<file path="config.mk">
export PLATFORM = sky130hd
export DESIGN_NAME = fb_arbiter
export DESIGN_NICKNAME = d
export VERILOG_FILES = /design/src/rtl/fb_pkg.sv /design/src/rtl/rr_arbiter.sv /design/src/rtl/fb_arbiter.sv
export SDC_FILE = /design/constraint.sdc
export NUM_CORES = 1
export LEC_CHECK = 0
export BUFFER_PORTS_ARGS = -buffer_cell sky130_fd_sc_hd__buf_4
export CORE_UTILIZATION = 30
export DETAILED_ROUTE_END_ITERATION = 10
export GPL_ROUTABILITY_DRIVEN = 0
export GPL_TIMING_DRIVEN = 0
export PLACE_DENSITY_LB_ADDON = 0.05
export SETUP_SLACK_MARGIN = 0.2
export SYNTH_ARGS = -nofsm -noshare
export SYNTH_HDL_FRONTEND = slang
export SYNTH_SLANG_ARGS = --single-unit
</file>
<file path="constraint.sdc">
create_clock -name clock -period 3.2 [get_ports clock]
set_input_delay 0.16 -clock clock [delete_from_list [all_inputs] [get_ports clock]]
set_output_delay 0.16 -clock clock [all_outputs]
set_load 0.02 [all_outputs]
</file>
<file path="src/rtl/fb_pkg.sv">
// rtl/fb_pkg.sv - framebuffer geometry, pixel type and page constants
package fb_pkg;
   localparam int FB_W     = 320;
   localparam int FB_H     = 240;
   localparam int FB_WORDS = FB_W * FB_H;
   localparam int FB_AW    = 17;

   typedef logic [7:0] pixel_t;

   localparam logic PAGE_A = 1'b0;
   localparam logic PAGE_B = 1'b1;

   typedef enum logic {FLIP_IDLE, FLIP_ARMED} flip_state_e;
endpackage

</file>
<file path="src/rtl/rr_arbiter.sv">
// rtl/rr_arbiter.sv - N-way round-robin one-hot grant, search starts at ptr_i
module rr_arbiter #(
   parameter int N  = 2,
   parameter int PW = (N > 1) ? $clog2(N) : 1
) (
   input  logic [N-1:0]  req_i,
   input  logic [PW-1:0] ptr_i,
   output logic [N-1:0]  grant_o
);
   logic [PW-1:0] idx;

   always_comb begin
      grant_o = '0;
      idx     = '0;
      for (int k = 0; k < N; k++) begin
         idx = PW'((int'(ptr_i) + k) % N);
         if (grant_o == '0 && req_i[idx]) grant_o[idx] = 1'b1;
      end
   end
endmodule

</file>
<file path="src/rtl/fb_arbiter.sv">
// rtl/fb_arbiter.sv - two-page framebuffer RAM arbiter: scanout priority, round-robin
// writers, page flip at the vsync falling edge
module fb_arbiter
   import fb_pkg::*;
#(
   parameter int N_WR     = 2,
   parameter int FB_WORDS = fb_pkg::FB_WORDS,
   parameter int AW       = FB_AW
) (
   input  logic              clock,
   input  logic              reset,
   input  logic              vsync,
   input  logic              scan_req,
   input  logic [AW-1:0]     scan_addr,
   output logic [7:0]        scan_data,
   output logic              scan_valid,
   input  logic [N_WR-1:0]   wr_valid,
   input  logic [N_WR*AW-1:0] wr_addr,
   input  logic [N_WR*8-1:0] wr_data,
   output logic [N_WR-1:0]   wr_ready,
   input  logic              flip_req,
   output logic              flip_pending,
   output logic              front_page,
   output logic              frame_start,
   output logic [AW:0]       mem_addr,
   output logic              mem_we,
   output logic [7:0]        mem_wdata,
   input  logic [7:0]        mem_rdata
);
   localparam int          PW       = (N_WR > 1) ? $clog2(N_WR) : 1;
   localparam logic [AW:0] FB_LIMIT = (AW+1)'(FB_WORDS);

   flip_state_e   state_q, state_d;
   logic          front_page_q, front_page_d;
   logic [PW-1:0] rr_ptr_q, rr_ptr_d;
   logic          vsync_q;
   logic          scan_valid_q;

   logic [N_WR-1:0] grant;
   logic [AW-1:0]   sel_addr;
   pixel_t          sel_data;
   logic [PW-1:0]   sel_idx;
   logic            accept;
   logic            vs_edge;
   logic            back_page;

   assign vs_edge   = vsync_q & ~vsync;
   assign back_page = front_page_q ? PAGE_A : PAGE_B;
   assign accept    = ~scan_req & (|grant);

   rr_arbiter #(.N(N_WR), .PW(PW)) u_rr (
      .req_i   (wr_valid & {N_WR{~scan_req}}),
      .ptr_i   (rr_ptr_q),
      .grant_o (grant)
   );

   always_comb begin
      sel_addr = '0;
      sel_data = '0;
      sel_idx  = '0;
      for (int i = 0; i < N_WR; i++) begin
         if (grant[i]) begin
            sel_addr = wr_addr[i*AW +: AW];
            sel_data = wr_data[i*8 +: 8];
            sel_idx  = PW'(i);
         end
      end
   end

   // Out-of-range writes are still acknowledged, only the RAM strobe is withheld
   always_comb begin
      wr_ready  = '0;
      mem_addr  = '0;
      mem_we    = 1'b0;
      mem_wdata = '0;
      if (!reset) begin
         if (scan_req) begin
            mem_addr = {front_page_q, scan_addr};
         end else if (|grant) begin
            wr_ready  = grant;
            mem_addr  = {back_page, sel_addr};
            mem_wdata = sel_data;
            mem_we    = ({1'b0, sel_addr} < FB_LIMIT);
         end
      end
   end

   always_comb begin
      rr_ptr_d = rr_ptr_q;
      if (accept) rr_ptr_d = (int'(sel_idx) == N_WR - 1) ? '0 : PW'(int'(sel_idx) + 1);
   end

   always_comb begin
      state_d      = state_q;
      front_page_d = front_page_q;
      case (state_q)
         FLIP_IDLE:  if (flip_req) state_d = FLIP_ARMED;
         FLIP_ARMED: if (vs_edge) begin
            state_d      = FLIP_IDLE;
            front_page_d = ~front_page_q;
         end
         default:    state_d = FLIP_IDLE;
      endcase
   end

   always_ff @(posedge clock) begin
      if (reset) begin
         state_q      <= FLIP_IDLE;
         front_page_q <= PAGE_A;
         rr_ptr_q     <= '0;
         vsync_q      <= 1'b1;
         scan_valid_q <= 1'b0;
      end else begin
         state_q      <= state_d;
         front_page_q <= front_page_d;
         rr_ptr_q     <= rr_ptr_d;
         vsync_q      <= vsync;
         scan_valid_q <= scan_req;
      end
   end

   assign flip_pending = (state_q == FLIP_ARMED);
   assign front_page   = front_page_q;
   assign frame_start  = vs_edge & ~reset;
   assign scan_valid   = scan_valid_q;
   assign scan_data    = reset ? 8'h00 : mem_rdata;
endmodule

</file>
==> results_dict.tcl <==
set metrics [dict create \
    drv_slew 0 \
    coreArea_um2 2810 \
    relSlewSlack 0.734 \
    grt_pass1_vias 1338 \
    hp-class "primary input to register" \
    grt_pass1_wl_um 5440 \
    port_buffers 122 \
    dr.pass1.iters 7 \
    die-area_um2 3260 \
    wl_per_cell_um 12.2 \
    timing.final.crit_share 0.571 \
    cp.arrival_ns 1.67 \
    start_kind "register" \
    cts_setup_buffers 0 \
    hpwl_um 2790 \
    clockBufferDepth 2 \
    grt_util_all_layers 0.206 \
    period_minus_slack_ns 1.83 \
    ys_ff_latch 5 \
    fp.dieW_um 57.1 \
    numCtsBuffers 3 \
    drive_above_1_share 0.605 \
    fmax_ghz 0.547 \
    postSynthCellCount 127 \
    leakage_nw 0.918 \
    clk_pin_slew_ns 0.04 \
    fillers 272 \
    violations "design-rule violations" \
    vias 1422 \
    powerDensity_nw_per_um2 203 \
    num-nets-final 336 \
    setup_viol 0 \
    drc 14 \
    path_max_fanout 10 \
    setup.worst_path.class "register to output pin" \
    root_buffer "clkbuf_4" \
    diodes 0 \
    setup_tns_ns 0 \
    max-cap-violations 0 \
    cts_tree "yes" \
    syn_to_final_growth_pct 108 \
    io_pins 123 \
    cts_hold_buf 0 \
    worst_ir_drop_vdd_uv 157 \
    die_y_um 57.1 \
    routed_via_density 5.01 \
    endpoint_kind "output pin" \
    ys_seq_area_frac 0.110 \
    clock-sinks 5 \
    tightest_slew_ns 0.399 \
    rsz0062_at_grt "false" \
    multi_input_area_um2 712 \
    postSynthNetCount 209 \
    syn-cell-area_um2 910 \
    antenna_found_initial 0 \
    critPathRequiredTime_ns 3.04 \
    rows 19 \
    finalHoldViolCount 0 \
    status "complete, but fails checks" \
    clkLatencyLatePin_ns 0.24 \
    grt_remaining_overflow 0 \
    htree_levels 1 \
    skew_ns 0.00232 \
    antenna_left 0 \
    seq_area_um2 100 \
    totalWireLength_um 3460 \
    syn_avg_cell_area_um2 7.16 \
    initial_core_util 0.324 \
    drt_iter0_drc 83 \
    fin_util 0.674 \
    yosysWarnings 0 \
    grt_max_degree 11 \
    synth_cell_type_count 33 \
    cts_resized 0 \
]
-- cell usage after synthesis, drive strengths merged --
library cell	number	area (um^2)
nand3	2	10.0
nor2	13	48.8
o211ai	3	22.5
nand4	2	12.5
nand2	18	67.6
and2	3	21.3
a211oi	2	20.0
nand3b	1	7.51
o31ai	1	7.51
nor3b	1	7.51
a22oi	23	228
xor2	1	8.76
buf	11	93.8
nor2b	13	86.3
o21ai	16	80.1
a21o	1	7.51
clkbuf	1	3.75
a32oi	1	8.76
nand2b	1	6.26
o2bb2a	1	20.0
or2	1	6.26
a21oi	2	10.0
and3	2	12.5
dfxtp	5	100
or3	2	12.5
-- area by class of cell --
| cell class | count | area share |
|---|---|---|
| well taps | 31 | 0.0205 |
| clock buffers | 4 | 0.0139 |
| repair buffers | 122 | 0.484 |
| plain buffers | 12 | 0.0516 |
| multi-input cells | 110 | 0.377 |
| flip-flops and latches | 5 | 0.0529 |
-- path summary, 6_finish.rpt --
path,endpoint,depth (start not counted),slack (ns),start
max,mem_addr[14],7,1.37,rr_ptr_q
min,vsync_q,2,0.12,vsync
max reg2reg,front_page,3,2.39,flip_pending
min reg2reg,rr_ptr_q,1,0.49,rr_ptr_q
-- power by group --
group	leakage (nW)	internal (W)	switching, W
clock	0.0150	0.0000471	0.0000256
sequential	0.0415	0.0000667	0.00000298
combinational	0.861	0.000134	0.000108
total	0.918	0.000248	0.000136
-- per-layer routing --
layer,vias up,track usage,wire length [um]
met5,-,0,0
met4,0,0.0627,19
met3,2,0.0317,329
met2,73,0.395,1730
met1,629,0.231,1380
li1,718,-,-
-- registers in the layout, summed over array words and instances (netlist names) --
| name | cells |
|---|---|
| vsync_q | 1 |
| scan_valid | 1 |
| rr_ptr_q | 1 |
| front_page | 1 |
| flip_pending | 1 |
-- layout by cell type (no fill, tap or decap), types with 3 or more instances in the layout --
master and count:
nor2_1 13, dfxtp_1 5, buf_6 3, buf_4 124, nor2b_1 11, clkbuf_4 3, o21ai_0 5, buf_2 5
o211ai_1 3, a22oi_1 12, nand2_1 18, a22oi_2 11, o21ai_1 11
-- through the flow --
stage	hold slack, ns	worst slack, ns	total power (W)	std cells	cell area, um^2
floorplan	0.264	1.70	0.000181	127	910
global placement	0.364	1.64	0.000312	280	1860
detailed placement	0.367	1.64	0.000313	280	1860
CTS	0.115	1.38	0.000389	284	1890
global route	0.123	1.29	0.000411	284	1890
finish	0.121	1.37	0.000384	284	1890
-- cell families (layout without fill, tap and decap cells) --
group	count (synthesis)	in the layout	share of synthesized area
compound gates	50	50	0.444
xor+xnor	1	1	0.00963
flops	5	5	0.110
simple gates	59	59	0.329
buf+inv	12	138	0.107
-- worst max-delay path: stages, from the launching register on --
cell	delay [ns]
dfxtp_1	0.32
nand2b_1	0.24
and2_4	0.18
buf_6	0.13
buf_12	0.14
a22oi_2	0.17
o21ai_1	0.08
buf_4	0.16
Note: power is estimated with default switching activity, not from simulation.
